===== config.mk =====
export PLATFORM = sky130hd
export DESIGN_NAME = phy_rx_serial_to_parallel
export DESIGN_NICKNAME = d
export VERILOG_FILES = /design/src/rtl/phy_pkg.sv /design/src/rtl/rx_com_aligner.sv /design/src/rtl/phy_rx_serial_to_parallel.sv
export SDC_FILE = /design/constraint.sdc
export NUM_CORES = 1
export LEC_CHECK = 0
export ABC_AREA = 1
export CORE_MARGIN = 2
export CORE_UTILIZATION = 53
export CTS_CLUSTER_SIZE = 30
export DETAILED_ROUTE_END_ITERATION = 16
export MAX_ROUTING_LAYER = met4
export PLACE_DENSITY = 0.79
export SYNTH_ARGS = -nofsm -noshare
export SYNTH_HDL_FRONTEND = slang
export SYNTH_SLANG_ARGS = --single-unit

===== constraint.sdc =====
create_clock -name clk -period 4.18 [get_ports clk]
set_input_delay 0.627 -clock clk [delete_from_list [all_inputs] [get_ports clk]]
set_output_delay 0.627 -clock clk [all_outputs]
set_load 0.005 [all_outputs]

===== src/rtl/phy_pkg.sv =====
`default_nettype none
// ============================================================================
//  Module  : phy_pkg
//  Purpose : Shared PHY constants. Holds the line symbols, the default symbol
//            width and the receive-lane state encoding.
//  Ports   : none (package)
//  Rev     : 1.0  initial release
// ============================================================================
package phy_pkg;

    // Default bits per symbol
    localparam int c_byte_w_def = 8;

    // Line symbols
    localparam logic [7:0] c_com_sym = 8'hBC;   // comma / alignment
    localparam logic [7:0] c_idl_sym = 8'h7C;   // idle filler

    // Receive lane state encoding
    localparam logic [1:0] c_rx_hunt   = 2'd0;
    localparam logic [1:0] c_rx_align  = 2'd1;
    localparam logic [1:0] c_rx_active = 2'd2;

endpackage : phy_pkg
`default_nettype wire


===== src/rtl/rx_com_aligner.sv =====
`default_nettype none
// ============================================================================
//  Module  : rx_com_aligner
//  Purpose : Serial shift register, symbol bit counter and comma compare for
//            one receive lane. The parent FSM decides what the results mean.
//  Ports   : clk        - bit-rate clock
//            reset      - synchronous, active-high
//            serial_in  - serial lane data, MSB first
//            restart    - zero the bit counter (comma found while hunting)
//            nxt        - shift register contents including this cycle's bit
//            boundary   - this cycle completes a symbol
//            is_com     - nxt equals the comma symbol
//  Rev     : 1.0  initial release
// ============================================================================
module rx_com_aligner
    import phy_pkg::*;
#(
    parameter int               BYTE_W = c_byte_w_def,
    parameter logic [BYTE_W-1:0] COM   = BYTE_W'(c_com_sym)
) (
    input  logic              clk,
    input  logic              reset,
    input  logic              serial_in,
    input  logic              restart,
    output logic [BYTE_W-1:0] nxt,
    output logic              boundary,
    output logic              is_com
);

    localparam int               c_cnt_w = (BYTE_W > 2) ? $clog2(BYTE_W) : 1;
    localparam logic [c_cnt_w-1:0] c_last = c_cnt_w'(BYTE_W - 1);

    logic [BYTE_W-1:0]  r_sr;
    logic [c_cnt_w-1:0] r_bit_cnt;
    logic [BYTE_W-1:0]  w_nxt;

    // Value the shift register takes this edge; all decisions use it so a
    // symbol is recognised in the same cycle its last bit arrives.
    assign w_nxt    = {r_sr[BYTE_W-2:0], serial_in};
    assign nxt      = w_nxt;
    assign is_com   = (w_nxt == COM);
    assign boundary = (r_bit_cnt == c_last);

    always_ff @(posedge clk) begin
        if (reset) begin
            r_sr      <= '0;
            r_bit_cnt <= '0;
        end else begin
            r_sr <= w_nxt;
            // A comma found while hunting ends a symbol, so the next bit is bit 0
            if (restart || (r_bit_cnt == c_last)) begin
                r_bit_cnt <= '0;
            end else begin
                r_bit_cnt <= r_bit_cnt + c_cnt_w'(1);
            end
        end
    end

endmodule : rx_com_aligner
`default_nettype wire


===== src/rtl/phy_rx_serial_to_parallel.sv =====
`default_nettype none
// ============================================================================
//  Module  : phy_rx_serial_to_parallel
//  Purpose : Receive-side lane deserializer. Hunts for the comma bit by bit,
//            qualifies the byte boundary after LOCK_COMS consecutive aligned
//            commas, then emits one byte per BYTE_W bit clocks.
//  Ports   : clk         - bit-rate clock
//            reset       - synchronous, active-high
//            serial_in   - serial lane data, MSB first
//            data_out    - last complete aligned byte, held between boundaries
//            valid_out   - data_out holds a non-comma byte received when active
//            byte_strobe - one-cycle pulse whenever data_out/valid_out update
//            active      - lane qualified
//  Rev     : 1.0  initial release
// ============================================================================
module phy_rx_serial_to_parallel
    import phy_pkg::*;
#(
    parameter int                BYTE_W    = c_byte_w_def,
    parameter logic [BYTE_W-1:0] COM       = BYTE_W'(c_com_sym),
    parameter int                LOCK_COMS = 4
) (
    input  logic              clk,
    input  logic              reset,
    input  logic              serial_in,
    output logic [BYTE_W-1:0] data_out,
    output logic              valid_out,
    output logic              byte_strobe,
    output logic              active
);

    localparam logic [3:0] c_lock_coms  = 4'(LOCK_COMS);
    localparam bit         c_single_com = (LOCK_COMS == 1);

    logic [1:0]        r_state;
    logic [3:0]        r_com_cnt;
    logic [BYTE_W-1:0] r_data;
    logic              r_valid;
    logic              r_strobe;
    logic              r_active;

    logic [BYTE_W-1:0] w_nxt;
    logic              w_boundary;
    logic              w_is_com;
    logic              w_restart;

    // Any comma seen while hunting defines the byte phase from here on
    assign w_restart = (r_state == c_rx_hunt) && w_is_com;

    rx_com_aligner #(
        .BYTE_W (BYTE_W),
        .COM    (COM)
    ) u_aligner (
        .clk       (clk),
        .reset     (reset),
        .serial_in (serial_in),
        .restart   (w_restart),
        .nxt       (w_nxt),
        .boundary  (w_boundary),
        .is_com    (w_is_com)
    );

    always_ff @(posedge clk) begin
        if (reset) begin
            r_state   <= c_rx_hunt;
            r_com_cnt <= '0;
            r_data    <= '0;
            r_valid   <= 1'b0;
            r_strobe  <= 1'b0;
            r_active  <= 1'b0;
        end else begin
            r_strobe <= 1'b0;
            case (r_state)
                c_rx_hunt: begin
                    if (w_is_com) begin
                        r_com_cnt <= 4'd1;
                        if (c_single_com) begin
                            r_state  <= c_rx_active;
                            r_active <= 1'b1;
                        end else begin
                            r_state <= c_rx_align;
                        end
                    end
                end

                c_rx_align: begin
                    if (w_boundary) begin
                        if (w_is_com) begin
                            r_com_cnt <= r_com_cnt + 4'd1;
                            if ((r_com_cnt + 4'd1) == c_lock_coms) begin
                                r_state  <= c_rx_active;
                                r_active <= 1'b1;
                            end
                        end else begin
                            // Broken preamble: forget the phase and search again
                            r_state   <= c_rx_hunt;
                            r_com_cnt <= '0;
                        end
                    end
                end

                c_rx_active: begin
                    // No loss-of-lock detection: only reset leaves this state
                    if (w_boundary) begin
                        r_data   <= w_nxt;
                        r_valid  <= !w_is_com;
                        r_strobe <= 1'b1;
                    end
                end

                default: begin
                    r_state   <= c_rx_hunt;
                    r_com_cnt <= '0;
                    r_active  <= 1'b0;
                end
            endcase
        end
    end

    assign data_out    = r_data;
    assign valid_out   = r_valid;
    assign byte_strobe = r_strobe;
    assign active      = r_active;

endmodule : phy_rx_serial_to_parallel
`default_nettype wire


-- Word-level counts from Yosys, hierarchy flattened
Cells that the tools add are included.
- $add $sub $neg: 2
- bitwise gates (word level): 2
- reductions and logical operators: 11
- equal/unequal tests: 10
- multiplexer cells: 14
- operators by type and width (kind ; count):
    4-bit 2-to-1 mux ; 3
    4-bit case mux with 3 select lines ; 1
    8-bit == test (second input constant) ; 1
    2-bit 2-to-1 mux ; 4
    4-bit AND reduction ; 2
    2-bit != test (second input constant) ; 3
    2-bit case mux with 3 select lines ; 1
    2-bit OR reduction ; 3
    4-bit by 1-bit adder with 4-bit output (second input constant) ; 1
    4-bit by 3-bit == test with 1-bit output (second input constant) ; 1
    1-bit 2-to-1 mux ; 4
    3-bit by 1-bit adder with 3-bit output (second input constant) ; 1
    3-bit == test (second input constant) ; 1
    3-bit != test (second input constant) ; 1
    3-bit AND reduction ; 1
    2-bit by 1-bit == test with 1-bit output (second input constant) ; 1
    2-bit == test (second input constant) ; 1
    2-bit logical NOT ; 1
    2-bit by 1-bit != test with 1-bit output (second input constant) ; 1
    1-bit inverter ; 2
    1-bit case mux with 2 select lines ; 1
    2-bit AND reduction ; 1
    1-bit logical AND ; 1
    1-bit logical NOT ; 1
    1-bit logical OR ; 1
- bits of input ports: 3
- output and inout port bits: 11
- word-level logic and storage cells: 47
- register bits: 27

-- Logic depth before layout (Yosys ltp)
- depth after elaboration: 6
- mapped depth: 10
- depth with buffers taken out: 10

-- Modules after synthesis
Synthesis repeated with hierarchy kept, for this count alone.
- cell total of the unflattened synthesis: 152
- area, all modules: 1136.1 µm²
- by module, submodules not included (module ; cells each ; instances ; area each (µm²) ; seq. area each (µm²)):
    phy_rx_serial_to_parallel ; 107 ; 1 ; 765.7 ; 340.3
    rx_com_aligner ; 45 ; 1 ; 370.4 ; 200.2

-- Worst setup path after synthesis
Ideal clock, no wire load.
- path kind: input to register
- start: input port serial_in
- end: register r_state[0]
- library setup time: 0.115 ns
- slack: 2.785 ns
- required time: 4.065 ns
- buffers on the path: 0
- data arrival time: 1.280 ns
- cell stages on the path: 8
- path through: inv_1 > nand4_1 > nor2_1 > nand2_1 > nand2_4 > nand3b_1 > nand2_1 > nor2_1
- word-level cells in the longest chain between the ends: 4
- elaborated cells between the ends (all ways): 7
- classes of those cells: eq/ne: 3; mux: 3; reduce/logical: 1
- RTL lines (element ; line ; RTL):
    from (decl) ; phy_rx_serial_to_parallel.sv:25 ; input logic serial_in,
    8-bit == test (*) ; rx_com_aligner.sv:41 ; assign is_com = (w_nxt == COM);
    2-bit 2-to-1 mux ; phy_rx_serial_to_parallel.sv:88 ; if (w_is_com) begin
    2-bit 2-to-1 mux ; phy_rx_serial_to_parallel.sv:87 ; if (w_boundary) begin
    2-bit case mux with 3 select lines ; phy_rx_serial_to_parallel.sv:73 ; case (r_state)
    to (signal assigned) ; phy_rx_serial_to_parallel.sv:78 ; r_state <= c_rx_active;
    to (signal assigned) ; phy_rx_serial_to_parallel.sv:81 ; r_state <= c_rx_align;
    to (signal assigned) ; phy_rx_serial_to_parallel.sv:91 ; r_state <= c_rx_active;
    to (decl) ; phy_rx_serial_to_parallel.sv:35 ; logic [1:0] r_state;
Every way passes the cells marked *; elsewhere a longest branch is shown, timed or not. The select of a mux whose other input is x is not followed.
A chain may end at the register's enable or synchronous reset.

-- Worst setup path in the final report
- start: register r_active (netlist: active)
- end: output port active
- RTL lines (element ; line ; RTL):
    from (decl) ; phy_rx_serial_to_parallel.sv:40 ; logic r_active;
    from (signal assigned) ; phy_rx_serial_to_parallel.sv:70 ; r_active <= 1'b0;
    from (signal assigned) ; phy_rx_serial_to_parallel.sv:79 ; r_active <= 1'b1;
    from (signal assigned) ; phy_rx_serial_to_parallel.sv:92 ; r_active <= 1'b1;
    to (decl) ; phy_rx_serial_to_parallel.sv:29 ; output logic active
No word-level cell between the ends.

==> run_results.csv <==
group,metric,value,unit
status,outcome,"finished, final reports clean",
floorplan,core,0.002002,sq mm
clock_tree,clock_insertion_delay_worst_skew,0.33,ns
worst_setup_path,path_delay_family,"buffers and inverters",
layout,drive_above_1_share,0.1030,
hold_path,hold_depth,1,
timing,report.final.setup_viol,0,
power,power.share.combinational,0.036,
yosys,synth.net_count,158,
worst_setup_path,rr_worst_depth,9,
power,power.share.switching,0.2266,
clock_tree,worst_setup_hold_path_clk_slew,0.14,ns
detailed_routing,vias_per_cell,4.802,
yosys,yosys_most_used_dff,"dfxtp_1",
yosys,syn-cell-area,0.001154,sq mm
timing,hold_viol_final,0,
global_routing,grt_first_pass_wirelength,3346,microns
worst_setup_path,cp_cell_sequence,"clkdlybuf4s50_1",
placed_design,gp_congestion,0.8596,
global_routing,grt_antenna_before_repair,0,
timing,worst_clock_skew,0.001866,ns
worst_setup_path,critical_path_required,3.55,ns
hold_path,worst_hold_startpoint,"u_aligner.r_bit_cnt[0]$_SDFF_PP0_",
global_routing,grt_remaining_overflow,0,
clock_tree,cts_num_sinks,27,
yosys,netlist-cell-type-count,24,
power,peakVddDrop,0.2664,mV
power,share_clk_of_total_power,0.293,
clock_tree,hold_buffers,0,
yosys,synthTopCellsByCount,"dfxtp_1, inv_1, nor2_1",
timing,setup_total_negative_slack,0,ns
clock_tree,ctsRootBufferMaster,"clkbuf_4",
timing,fin_crit_sh,0.4368,
power,p_int,0.3035,mW
timing,finalMaxSlewViolations,0,
detailed_routing,route.final.wire_length,1911,microns
yosys,yosys.area.top_type_share,0.4685,
clock_tree,postCtsSetupRepairBufs,0,
flow_run,timing.max_cap.violations,0,
layout,n_antenna_cell,0,
floorplan,effective_utilization_at_floorplan,0.5762,
timing,setup_repair_after_global_routing_missed_its_margin,"false",
detailed_routing,detail_route.drc_violations,0,
placed_design,place.port_buffers,13,
global_routing,vias_in_the_first_global_route,822,
worst_setup_path,worst-path-max-fanout,2,
clock_tree,clock_tree.htree_level_count,1,
yosys,seq_area_frac_synth,0.4685,
timing,clock.fmax,0.5477,GHz
yosys,synth_warnings,0,
worst_setup_path,category_of_the_worst_setup_path_capture_point,"primary output",
timing,timing.slew.headroom,0.7449,
global_routing,grt_resource_usage_total,0.1726,
placed_design,post-dp-hpwl,1425,microns
floorplan,fp.dieH,50.66,microns
layout,syn2layout_area_growth,15.51,%
hold_path,hold_path_class,"flip-flop to flip-flop",
detailed_routing,number_of_nets_with_antenna_violations_after_detailed_routing,0,
yosys,syn_inst,151,
yosys,synthArstFlopShare,0,
clock_tree,cts_inserted_buffers,3,
clock_tree,cts_tree,"yes",
detailed_routing,first_iter_violations,21,
yosys,yosys_reg_bits,27,
layout,final_net_count,173,
power,net-switching-power,0.08893,mW
worst_setup_path,path_class,"flip-flop to primary output",
power,power_leakage,0.5142,nW
clock_tree,post_cts_resized,0,
timing,timing_worst_slew_pin_value,0.3822,ns
floorplan,floorplan.die.width,50.66,microns
yosys,synth.top_cells.by_area,"dfxtp_1, inv_1, nor2_1",
power,p_per_area,294.5,mW/mm^2
floorplan,die_area,0.002566,sq mm
floorplan,io_pins,14,
detailed_routing,detailroute.via_count,922,
global_routing,largest_net_degree_at_the_start_of_global_routing,20,
worst_setup_path,crit-reg2reg-capture,"r_state[0]$_SDFFE_PP0P_",
detailed_routing,post_drt_wl_per_cell,9.953,microns
clock_tree,clock_tree.buffer_depth,2,
worst_setup_path,start_kind,"flip-flop",
worst_setup_path,worstReg2RegStart,"u_aligner.r_bit_cnt[0]$_SDFF_PP0_",
yosys,synth_most_common_cell,"dfxtp_1",
yosys,syn-mean-instance-area,7.640,sq um
layout,layout.filler_cells,181,
floorplan,fp-row-count,16,
power,design_power_total,0.3924,mW
yosys,synth-edff-count,0,
worst_setup_path,worst_ep_arrival_time,1.20,ns
detailed_routing,dr.pass1.iters,4,
timing,finalCriticalPeriod,1.826,ns
worst_setup_path,r2r_setup_slack,2.70,ns
worst_setup_path,max_stage_delay,0.50,ns
hold_path,worst_hold_endpoint,"u_aligner.r_bit_cnt[0]$_SDFF_PP0_",
power,seq_power_share,0.671,
yosys,synthDominantAreaCellType,"dfxtp_1",
worst_setup_path,cp_num_buf_inv,1,
worst_setup_path,slowest_stage,"clkdlybuf4s50_1",
[metrics by stage]
step                instances  cell area [sq um]    util  hold slack [ns]  setup slack [ns]
floorplan                 151               1154       -           0.3992             2.785
global placement          188               1303  0.6506           0.4105             2.099
detailed placement        188               1303  0.6506           0.4147             2.079
CTS                       192               1333  0.6656           0.4356             2.342
global route              192               1333  0.6656           0.4583             2.295
finish                    192               1333  0.6656           0.4321             2.354
[sequential cells by signal (all words and copies together), names as in the netlist]
register,cells
u_aligner.r_sr,7
r_state,2
u_aligner.r_bit_cnt,3
r_com_cnt,4
valid_out,1
active,1
byte_strobe,1
data_out,8
[layout by cell type, fill, tap and decap left out, drive strengths merged]
cell / synthesis / layout
o21ai: 15 / 15
nor3: 4 / 4
nand3: 6 / 6
ha: 4 / 4
clkbuf: 1 / 3
clkinvlp: 0 / 1
nand4: 3 / 3
dfxtp: 27 / 27
a21oi: 14 / 14
nand3b: 1 / 1
nor2: 23 / 23
nand2: 21 / 21
inv: 30 / 30
clkdlybuf4s50: 0 / 13
[final cells by class]
cell class              count  area, sq um  share of cell area
repair buffers             13        130.1             0.09765
multi-input cells          91        485.5              0.3643
clock inverters             1        7.507            0.005634
flip-flops and latches     27        540.5              0.4056
well taps                  27        33.78             0.02535
inverters                  30        112.6             0.08451
clock buffers               3        22.52             0.01690
[metal layers]
metal | track usage | routed length, microns
met5 | - | 0
met4 | 0.04054 | 18
met3 | 0.02679 | 90
met2 | 0.2610 | 823
met1 | 0.2439 | 979
[worst max path at each step]
stage | from | end | cells past startpoint
final | active$_SDFFE_PP0P_ | active | 1
after CTS | active$_SDFFE_PP0P_ | active | 1
after detailed placement | serial_in | r_state[0]$_SDFFE_PP0P_ | 9
after floorplan | serial_in | r_state[0]$_SDFFE_PP0P_ | 8
after global placement | serial_in | r_state[0]$_SDFFE_PP0P_ | 9
after global routing | active$_SDFFE_PP0P_ | active | 1
[cells by family (layout without fill, tap and decap cells)]
| logic type | after synthesis | count (layout) | share of synthesized area |
|---|---|---|---|
| buffers and inverters | 33 | 47 | 0.1106 |
| adder cells (fa/ha/maj) | 4 | 4 | 0.04339 |
| AND/OR/NAND/NOR | 58 | 58 | 0.2354 |
| AO/OA/AOI/OAI | 29 | 29 | 0.1421 |
| flip-flops | 27 | 27 | 0.4685 |
[power by group through the flow]
| stage | Sequential, mW | Combinational [mW] | Clock (mW) |
|---|---|---|---|
| floorplan | 0.268 | 0.0105 | 0 |
| global placement | 0.269 | 0.0134 | 0 |
| detailed placement | 0.269 | 0.0142 | 0 |
| CTS | 0.263 | 0.0143 | 0.119 |
| global route | 0.264 | 0.0167 | 0.128 |
| finish | 0.263 | 0.0141 | 0.115 |
Note: power is estimated with default switching activity, not from simulation.
